File: config.mk
export PLATFORM = sky130hd
export DESIGN_NAME = serial_byte_deser_flat
export DESIGN_NICKNAME = d
export VERILOG_FILES = /design/src/rtl/serial_pkg.sv /design/src/rtl/serial_byte_deser_if.sv /design/src/rtl/serial_byte_deser_byte_out_reg.sv /design/src/rtl/serial_byte_deser.sv /design/src/flat_wrapper.sv
export SDC_FILE = /design/constraint.sdc
export NUM_CORES = 1
export LEC_CHECK = 0
export BUFFER_PORTS_ARGS = -buffer_cell sky130_fd_sc_hd__clkbuf_2
export CAP_MARGIN = 15
export CORE_MARGIN = 1
export CORE_UTILIZATION = 55
export CTS_CLUSTER_SIZE = 24
export DETAILED_ROUTE_END_ITERATION = 8
export PLACE_DENSITY_LB_ADDON = 0.1
export SLEW_MARGIN = 20
export SYNTH_ARGS = -nofsm -noshare
export SYNTH_HDL_FRONTEND = slang
export SYNTH_SLANG_ARGS = --single-unit
File: constraint.sdc
create_clock -name clk -period 3 [get_ports clk]
set_clock_uncertainty 0.1 [all_clocks]
set_input_delay 0.45 -clock clk [delete_from_list [all_inputs] [get_ports clk]]
set_output_delay 0.45 -clock clk [all_outputs]
set_load 0.02 [all_outputs]
File: src/rtl/serial_pkg.sv
// ----------------------------------------------------------------------------
// serial_pkg
//   Shared types and constants for the serial byte deserializer. BYTE_W and
//   SYNC_BYTE_DEFAULT are also used by the pattern generator's memory init, so
//   both ends of the link agree on the alignment byte.
//   Ports: none (package).
// ----------------------------------------------------------------------------
package serial_pkg;

   localparam int BYTE_W = 8;
   localparam logic [BYTE_W-1:0] SYNC_BYTE_DEFAULT = 8'hCC;

   typedef enum logic {
      HUNT   = 1'b0,
      LOCKED = 1'b1
   } deser_state_e;

endpackage

File: src/rtl/serial_byte_deser_if.sv
// ----------------------------------------------------------------------------
// serial_byte_deser_if
//   Valid/ready byte stream between the deserializer and its consumer.
//   Signals:
//     byte_data   assembled byte, bit 0 is the first bit received
//     byte_valid  byte_data holds an unconsumed byte
//     byte_ready  consumer accepts on byte_valid && byte_ready at a clk edge
//   Modports: master (deserializer side), slave (consumer side).
// ----------------------------------------------------------------------------
interface serial_byte_deser_if;
   import serial_pkg::*;

   logic [BYTE_W-1:0] byte_data;
   logic              byte_valid;
   logic              byte_ready;

   modport master (
      output byte_data,
      output byte_valid,
      input  byte_ready
   );

   modport slave (
      input  byte_data,
      input  byte_valid,
      output byte_ready
   );

endinterface

File: src/rtl/serial_byte_deser_byte_out_reg.sv
// ----------------------------------------------------------------------------
// byte_out_reg
//   Single-entry valid/ready holding register. A byte offered while the
//   previous one is still pending and not being accepted is dropped and the
//   sticky overrun flag is raised; the held byte is never overwritten.
//   Ports:
//     clk          system clock, rising edge
//     clear        synchronous active-high reset
//     load_i       a completed byte is offered this cycle
//     load_data_i  the offered byte
//     overrun_o    sticky, a completed byte was dropped
//     out_if       master side of the byte stream
// ----------------------------------------------------------------------------
module byte_out_reg
   import serial_pkg::*;
(
   input  logic                       clk,
   input  logic                       clear,
   input  logic                       load_i,
   input  logic [BYTE_W-1:0]          load_data_i,
   output logic                       overrun_o,
   serial_byte_deser_if.master        out_if
);

   logic [BYTE_W-1:0] data_q, data_d;
   logic              valid_q, valid_d;
   logic              ovr_q, ovr_d;

   always_comb begin
      data_d  = data_q;
      valid_d = valid_q;
      ovr_d   = ovr_q;
      if (load_i) begin
         // Slot is free, or the pending byte leaves at this same edge.
         if (!valid_q || out_if.byte_ready) begin
            data_d  = load_data_i;
            valid_d = 1'b1;
         end else begin
            ovr_d = 1'b1;
         end
      end else if (valid_q && out_if.byte_ready) begin
         valid_d = 1'b0;
      end
   end

   always_ff @(posedge clk) begin
      if (clear) begin
         data_q  <= '0;
         valid_q <= 1'b0;
         ovr_q   <= 1'b0;
      end else begin
         data_q  <= data_d;
         valid_q <= valid_d;
         ovr_q   <= ovr_d;
      end
   end

   assign out_if.byte_data  = data_q;
   assign out_if.byte_valid = valid_q;
   assign overrun_o         = ovr_q;

endmodule

File: src/rtl/serial_byte_deser.sv
// ----------------------------------------------------------------------------
// serial_byte_deser
//   Samples a 1-bit pattern waveform, hunts for SYNC_BYTE to find byte
//   alignment, then reassembles LSB-first bytes and presents them on a
//   valid/ready stream. Slot 0 of every SYNC_PERIOD-byte frame must carry
//   SYNC_BYTE; MISS_LIMIT consecutive misses drop lock.
//   Ports:
//     clk        system clock, rising edge
//     clear      synchronous active-high reset
//     serial_in  waveform bit
//     bit_en     sample qualifier, all state holds when 0
//     locked     1 while aligned
//     overrun    sticky, a completed byte was dropped
//     out_if     byte stream (byte_data / byte_valid / byte_ready)
//     err_count  only with SERIAL_BYTE_DESER_ERRCNT_EN defined: saturating
//                count of sync misses, overruns and lock losses
//   Build option: SERIAL_BYTE_DESER_ERRCNT_EN adds the err_count port/counter.
//
//   state  | meaning
//   HUNT   | unaligned, every enabled edge compares the last 8 bits to SYNC_BYTE
//   LOCKED | aligned, a byte completes every 8 enabled edges
// ----------------------------------------------------------------------------
module serial_byte_deser
   import serial_pkg::*;
#(
   parameter logic [BYTE_W-1:0] SYNC_BYTE   = SYNC_BYTE_DEFAULT,
   parameter int unsigned       SYNC_PERIOD = 2,
   parameter int unsigned       MISS_LIMIT  = 2
) (
   input  logic                 clk,
   input  logic                 clear,
   input  logic                 serial_in,
   input  logic                 bit_en,
   output logic                 locked,
   output logic                 overrun,
   serial_byte_deser_if.master  out_if
`ifdef SERIAL_BYTE_DESER_ERRCNT_EN
   ,
   output logic [15:0]          err_count
`endif
);

   localparam int SLOT_W = (SYNC_PERIOD > 1) ? $clog2(SYNC_PERIOD) : 1;
   localparam logic [SLOT_W-1:0] SLOT_LAST  = SLOT_W'(SYNC_PERIOD - 1);
   localparam logic [SLOT_W-1:0] SLOT_AFTER = SLOT_W'(1 % SYNC_PERIOD);
   localparam logic [2:0]        MISS_LIM   = 3'(MISS_LIMIT);

   deser_state_e      state_q, state_d;
   logic [BYTE_W-1:0] sr_q, sr_d, sr_next;
   // Down-counter of bits still to come in the current byte; 0 is the 8th bit.
   logic [2:0]        bits_left_q, bits_left_d;
   logic [SLOT_W-1:0] slot_q, slot_d;
   logic [2:0]        miss_q, miss_d;
   logic              sync_hit;
   logic              complete;
   logic              sync_miss;
   logic              lock_loss;
   logic              deliver;

   assign sr_next  = {serial_in, sr_q[BYTE_W-1:1]};
   assign sync_hit = (sr_next == SYNC_BYTE);

   // State register
   always_ff @(posedge clk) begin
      if (clear) state_q <= HUNT;
      else       state_q <= state_d;
   end

   // Next state
   always_comb begin
      state_d = state_q;
      case (state_q)
         HUNT:    if (bit_en && sync_hit) state_d = LOCKED;
         LOCKED:  if (lock_loss)          state_d = HUNT;
         default: state_d = HUNT;
      endcase
   end

   // Outputs of the FSM
   always_comb begin
      locked  = (state_q == LOCKED);
      deliver = complete && !lock_loss;
   end

   // Shift register, bit/slot/miss counters
   always_comb begin
      sr_d        = sr_q;
      bits_left_d = bits_left_q;
      slot_d      = slot_q;
      miss_d      = miss_q;
      complete    = 1'b0;
      sync_miss   = 1'b0;
      lock_loss   = 1'b0;
      if (bit_en) begin
         sr_d = sr_next;
         if (state_q == HUNT) begin
            if (sync_hit) begin
               // The sync byte itself is the first delivered byte (slot 0).
               complete    = 1'b1;
               bits_left_d = 3'd7;
               slot_d      = SLOT_AFTER;
               miss_d      = '0;
            end
         end else if (bits_left_q == 3'd0) begin
            complete    = 1'b1;
            bits_left_d = 3'd7;
            slot_d      = (slot_q == SLOT_LAST) ? '0 : slot_q + SLOT_W'(1);
            if (slot_q == '0) begin
               if (sync_hit) begin
                  miss_d = '0;
               end else begin
                  sync_miss = 1'b1;
                  if (miss_q + 3'd1 == MISS_LIM) begin
                     lock_loss = 1'b1;
                     miss_d    = '0;
                     slot_d    = '0;
                  end else begin
                     miss_d = miss_q + 3'd1;
                  end
               end
            end
         end else begin
            bits_left_d = bits_left_q - 3'd1;
         end
      end
   end

   always_ff @(posedge clk) begin
      if (clear) begin
         sr_q        <= '0;
         bits_left_q <= 3'd7;
         slot_q      <= '0;
         miss_q      <= '0;
      end else begin
         sr_q        <= sr_d;
         bits_left_q <= bits_left_d;
         slot_q      <= slot_d;
         miss_q      <= miss_d;
      end
   end

   byte_out_reg u_out (
      .clk         (clk),
      .clear       (clear),
      .load_i      (deliver),
      .load_data_i (sr_next),
      .overrun_o   (overrun),
      .out_if      (out_if)
   );

`ifdef SERIAL_BYTE_DESER_ERRCNT_EN
   logic [15:0] err_q, err_d;
   logic        ovr_evt;
   logic [1:0]  err_inc;
   logic [16:0] err_sum;

   // Lock loss never delivers, so at most two events coincide in one cycle.
   assign ovr_evt = deliver && out_if.byte_valid && !out_if.byte_ready;

   always_comb begin
      err_inc = {1'b0, sync_miss} + {1'b0, lock_loss} + {1'b0, ovr_evt};
      err_sum = {1'b0, err_q} + 17'(err_inc);
      err_d   = err_sum[16] ? 16'hFFFF : err_sum[15:0];
   end

   always_ff @(posedge clk) begin
      if (clear) err_q <= '0;
      else       err_q <= err_d;
   end

   assign err_count = err_q;
`endif

endmodule

File: src/flat_wrapper.sv
// flat-port wrapper written by rule: the top's interface ports become plain ports
module serial_byte_deser_flat import serial_pkg::*;
#(
   parameter logic [BYTE_W-1:0] SYNC_BYTE   = SYNC_BYTE_DEFAULT,
   parameter int unsigned       SYNC_PERIOD = 2,
   parameter int unsigned       MISS_LIMIT  = 2
)
  (clk, clear, serial_in, bit_en, locked, overrun, out_if_byte_data, out_if_byte_valid, out_if_byte_ready);
  serial_byte_deser_if out_if_i ();
  input  logic clk;
  input  logic clear;
  input  logic serial_in;
  input  logic bit_en;
  output logic locked;
  output logic overrun;
  output wire logic [$bits(out_if_i.byte_data)-1:0] out_if_byte_data;
  output wire logic [$bits(out_if_i.byte_valid)-1:0] out_if_byte_valid;
  input wire logic [$bits(out_if_i.byte_ready)-1:0] out_if_byte_ready;
  assign out_if_byte_data = out_if_i.byte_data;
  assign out_if_byte_valid = out_if_i.byte_valid;
  assign out_if_i.byte_ready = out_if_byte_ready;
  serial_byte_deser #(.SYNC_BYTE(SYNC_BYTE), .SYNC_PERIOD(SYNC_PERIOD), .MISS_LIMIT(MISS_LIMIT)) u_core (.clk(clk), .clear(clear), .serial_in(serial_in), .bit_en(bit_en), .locked(locked), .overrun(overrun), .out_if(out_if_i));
endmodule
==> impl_results.md <==
- Status: finished, final reports clean
- Combinational share of power: 0.049
- Cell-internal power: 0.394 mW
- Compound-gate portion of the synthesized area: 0.136
- Pwr dens: 375 nW/um^2
- WHS Endpoint: u_core.u_out.out_if.byte_data[7]
- WS Path Type: flip-flop to flip-flop
- Router iterations before antenna repair: 4
- Largest family of logic cells by synthesized area: simple AND/OR/NAND/NOR gates
- Leakage power: 0.598 nW
- Die X-Extent: 49.8 um
- Total Routing Usage GR: 0.201
- Global route overflow: 0
- Reg power frac: 0.655
- Post-route minimum period: 2.02 ns
- Max Slew Vio Count: 0
- Num CTS Buffers: 3
- Reg-to-reg startpoint: u_core.locked
- Skew-Pair Late Insertion Delay: 0.31 ns
- Residual DRC count: 0
- Hold_buf cts: 0
- Pin count of the biggest net entering global routing: 37
- Die area: 2480 um^2
- Mapped Area: 1260 um^2
- Share of cells above drive strength 1: 0.162
- Clk pwr share: 0.296
- Hold_sp: serial_in
- Synthesized area per cell: 9.74 um^2
- Per-cell routed wire length: 12.6 um
- Global-route wire length before repair: 3.85 mm
- Gate Count Post-Synth: 129
- Synth area leader: dfxtp_1
- Routed vias: 959
- Nets: 152
- Multiplexer share of the synthesized area: 0.127
- CP Launch Type: flip-flop
- Cell Rows: 16
- Setup crit end kind: flip-flop
- Initial antenna violation count: 0
- Max_cap viols: 0
- Register area: 500 um^2
- Final Hold Viols: 0
- Post-CTS Setup Repair Bufs: 0
- Worst r2r dst: u_core.u_out.out_if.byte_data[0]
- Core Area: 2060 um^2
- CTS tree: yes
- Post-Synth Simple-Gate Area: 0.249
- Warnings from Yosys: 0
- Sequential area share after synthesis: 0.398
- Setup_tns: 0 ns
- Slowest stage cell, crit path: dfxtp_1
- Placed cell count: 165
- Setup ws final: 0.980 ns
- Hpwl dp: 1.55 mm
- Final setup fails: 0
- Clk root buf: clkbuf_4
- Fin crit share: 0.673
- Post-cts sizing count: 0
- HP Class: primary input to flip-flop
- Worst Tran Pin Value: 0.607 ns
- R2R cell count: 4
- PortBufs: 15
- Slowest cell delay on critical path: 0.62 ns
- Synth top area cells: dfxtp_1 40%, mux2i_1 13%, nand2b_1 10%, ha_1 4.0%, nor2_1 3.3%
- Post-synthesis adder-cell area fraction: 0.0398
- Footprint of the multi-input gates: 703 um^2
- P_sw: 0.119 mW
- Area delta synth->final: 8.76%
- Clk buf depth: 2
- CP Max Fanout: 9
- Area after DPL: 1340 um^2
- Via density: 5.67
- Worst hold stages: 3
- Post-synth net total: 138
- Worst path required time: 3.16 ns
- Filler cells: 175
- Worst slack, placed: 0.757 ns
- Yosys reg bits: 25
- Critical-path cell list: nand4b_4 -> or2_4 -> o311ai_4 -> mux2i_1
- Kind of cell adding the most delay to the critical path: flip-flops
- Max H-tree Level: 1
- R2R Setup Slk: 0.98 ns
- Boundary pin count: 16
- Fmax: 0.495 GHz
- Share of the synthesized area in the top cell type: 0.398
- TritonCTS Sinks: 25
- Vias in the first global route: 891
- Clock slew at reported path FFs: 0.14 ns
- Xor and xnor area share after synthesis: 0.00697
- RSZ-0062 raised after global routing: no
- Drt total wl: 2.14 mm
- Critical Path AT: 2.18 ns
- Gpl congestion: 0.727
- Switch share: 0.231
- Die H: 49.8 um
- Most frequent cells in the layout: 25 x dfxtp_1, 20 x nand2b_1, 16 x mux2i_1, 15 x clkbuf_2, 11 x nor2_1
- Most common cell after layout, fill and taps aside: dfxtp_1
- Antenna Nets Post-Route: 0
- Library cells used by synthesis: 28
- Pwr Total: 0.513 mW
- Post-layout instance area: 1370 um^2
- Final non-filler cell total: 169
- Iter 0 DRT Violations: 9
- Starting Density: 0.609
- ANT cells: 0
- Max rail drop VDD: 0.229 mV
- Crit path buffers/inverters: 0
- Slew margin rel.: 0.595
==> power groups by stage <==
stage                     clock network [mW]  logic [mW]  registers, mW
after floorplan                            0      0.0196          0.342
after global placement                     0      0.0247          0.343
after detailed placement                   0      0.0253          0.343
after CTS                              0.158      0.0253          0.336
after global routing                   0.168      0.0275          0.336
final                                  0.152      0.0249          0.336
==> worst register-to-register path, cell delays in order (launching register included) <==
cell and delay (ns):
dfxtp_1 0.62, nand4b_4 0.18, or2_4 0.29, o311ai_4 0.52, mux2i_1 0.25
==> metal layers <==
| metal | share of wire | track usage | vias up |
|---|---|---|---|
| met5 | 0 | 0 | - |
| met4 | 0.0056 | 0.0714 | 0 |
| li1 | - | - | 481 |
| met3 | 0.028 | 0.0309 | 2 |
| met2 | 0.47 | 0.338 | 15 |
| met1 | 0.50 | 0.259 | 461 |
==> flip-flops by register name (all words and copies together), names as in the netlist <==
name and count:
u_core.miss_q 3, u_core.locked 1, u_core.sr_q 7, u_core.u_out.out_if.byte_valid 1, u_core.u_out.out_if.byte_data 8, u_core.bits_left_q 3
u_core.slot_q 1, u_core.u_out.overrun_o 1
==> synth_stat cells <==
master      n
a211o_1     1
a21o_1      1
a21oi_1     5
a311oi_1    1
buf_4       1
clkbuf_1    5
dfxtp_1    25
ha_1        4
inv_1       7
mux2i_1    16
nand2_1     3
nand2b_1   20
nand3_1     3
nand3b_1    3
nand4b_4    1
nand4bb_1   2
nor2_1     11
nor3_1      2
nor4_1      2
nor4bb_1    2
o21ai_0     3
o21ai_1     1
o311ai_4    1
o31ai_1     4
o32ai_1     2
o41ai_4     1
or2_4       1
xnor2_1     1
==> cells by family after synthesis <==
family                     Yosys count
and+or+nand+nor                     50
xor gates and xnor gates             1
AOI/OAI and AO/OA                   20
muxes                               16
adders and majority gates            4
DFF                                 25
buffers and inverters               13
==> cell type report <==
class	instances	share of cell area
multi-input combinational	91	0.515
sequential	25	0.366
timing repair buffer	15	0.0549
tap	27	0.0247
inverter	7	0.0192
clock buffer	3	0.0165
clock inverter	1	0.00366
==> through the flow <==
step | hold slack (ns) | utilization
after floorplan | 0.369 | -
after global placement | 0.342 | 0.649
after detailed placement | 0.368 | 0.649
after CTS | 0.279 | 0.663
after global routing | 0.287 | 0.663
final | 0.293 | 0.663
==> worst max path at each step <==
stage | startpoint | endpoint | slack, ns | cells past startpoint
floorplan | u_core.locked | u_core.u_out.out_if.byte_data[0] | 1.15 | 5
global placement | bit_en | u_core.u_out.out_if.byte_data[3] | 0.80 | 5
detailed placement | bit_en | u_core.u_out.out_if.byte_data[4] | 0.76 | 5
CTS | u_core.bits_left_q[0] | u_core.u_out.out_if.byte_data[2] | 0.98 | 6
global route | u_core.locked | u_core.u_out.out_if.byte_data[1] | 0.84 | 4
finish | u_core.locked | u_core.u_out.out_if.byte_data[0] | 0.98 | 4
Note: power is estimated with default switching activity, not from simulation.
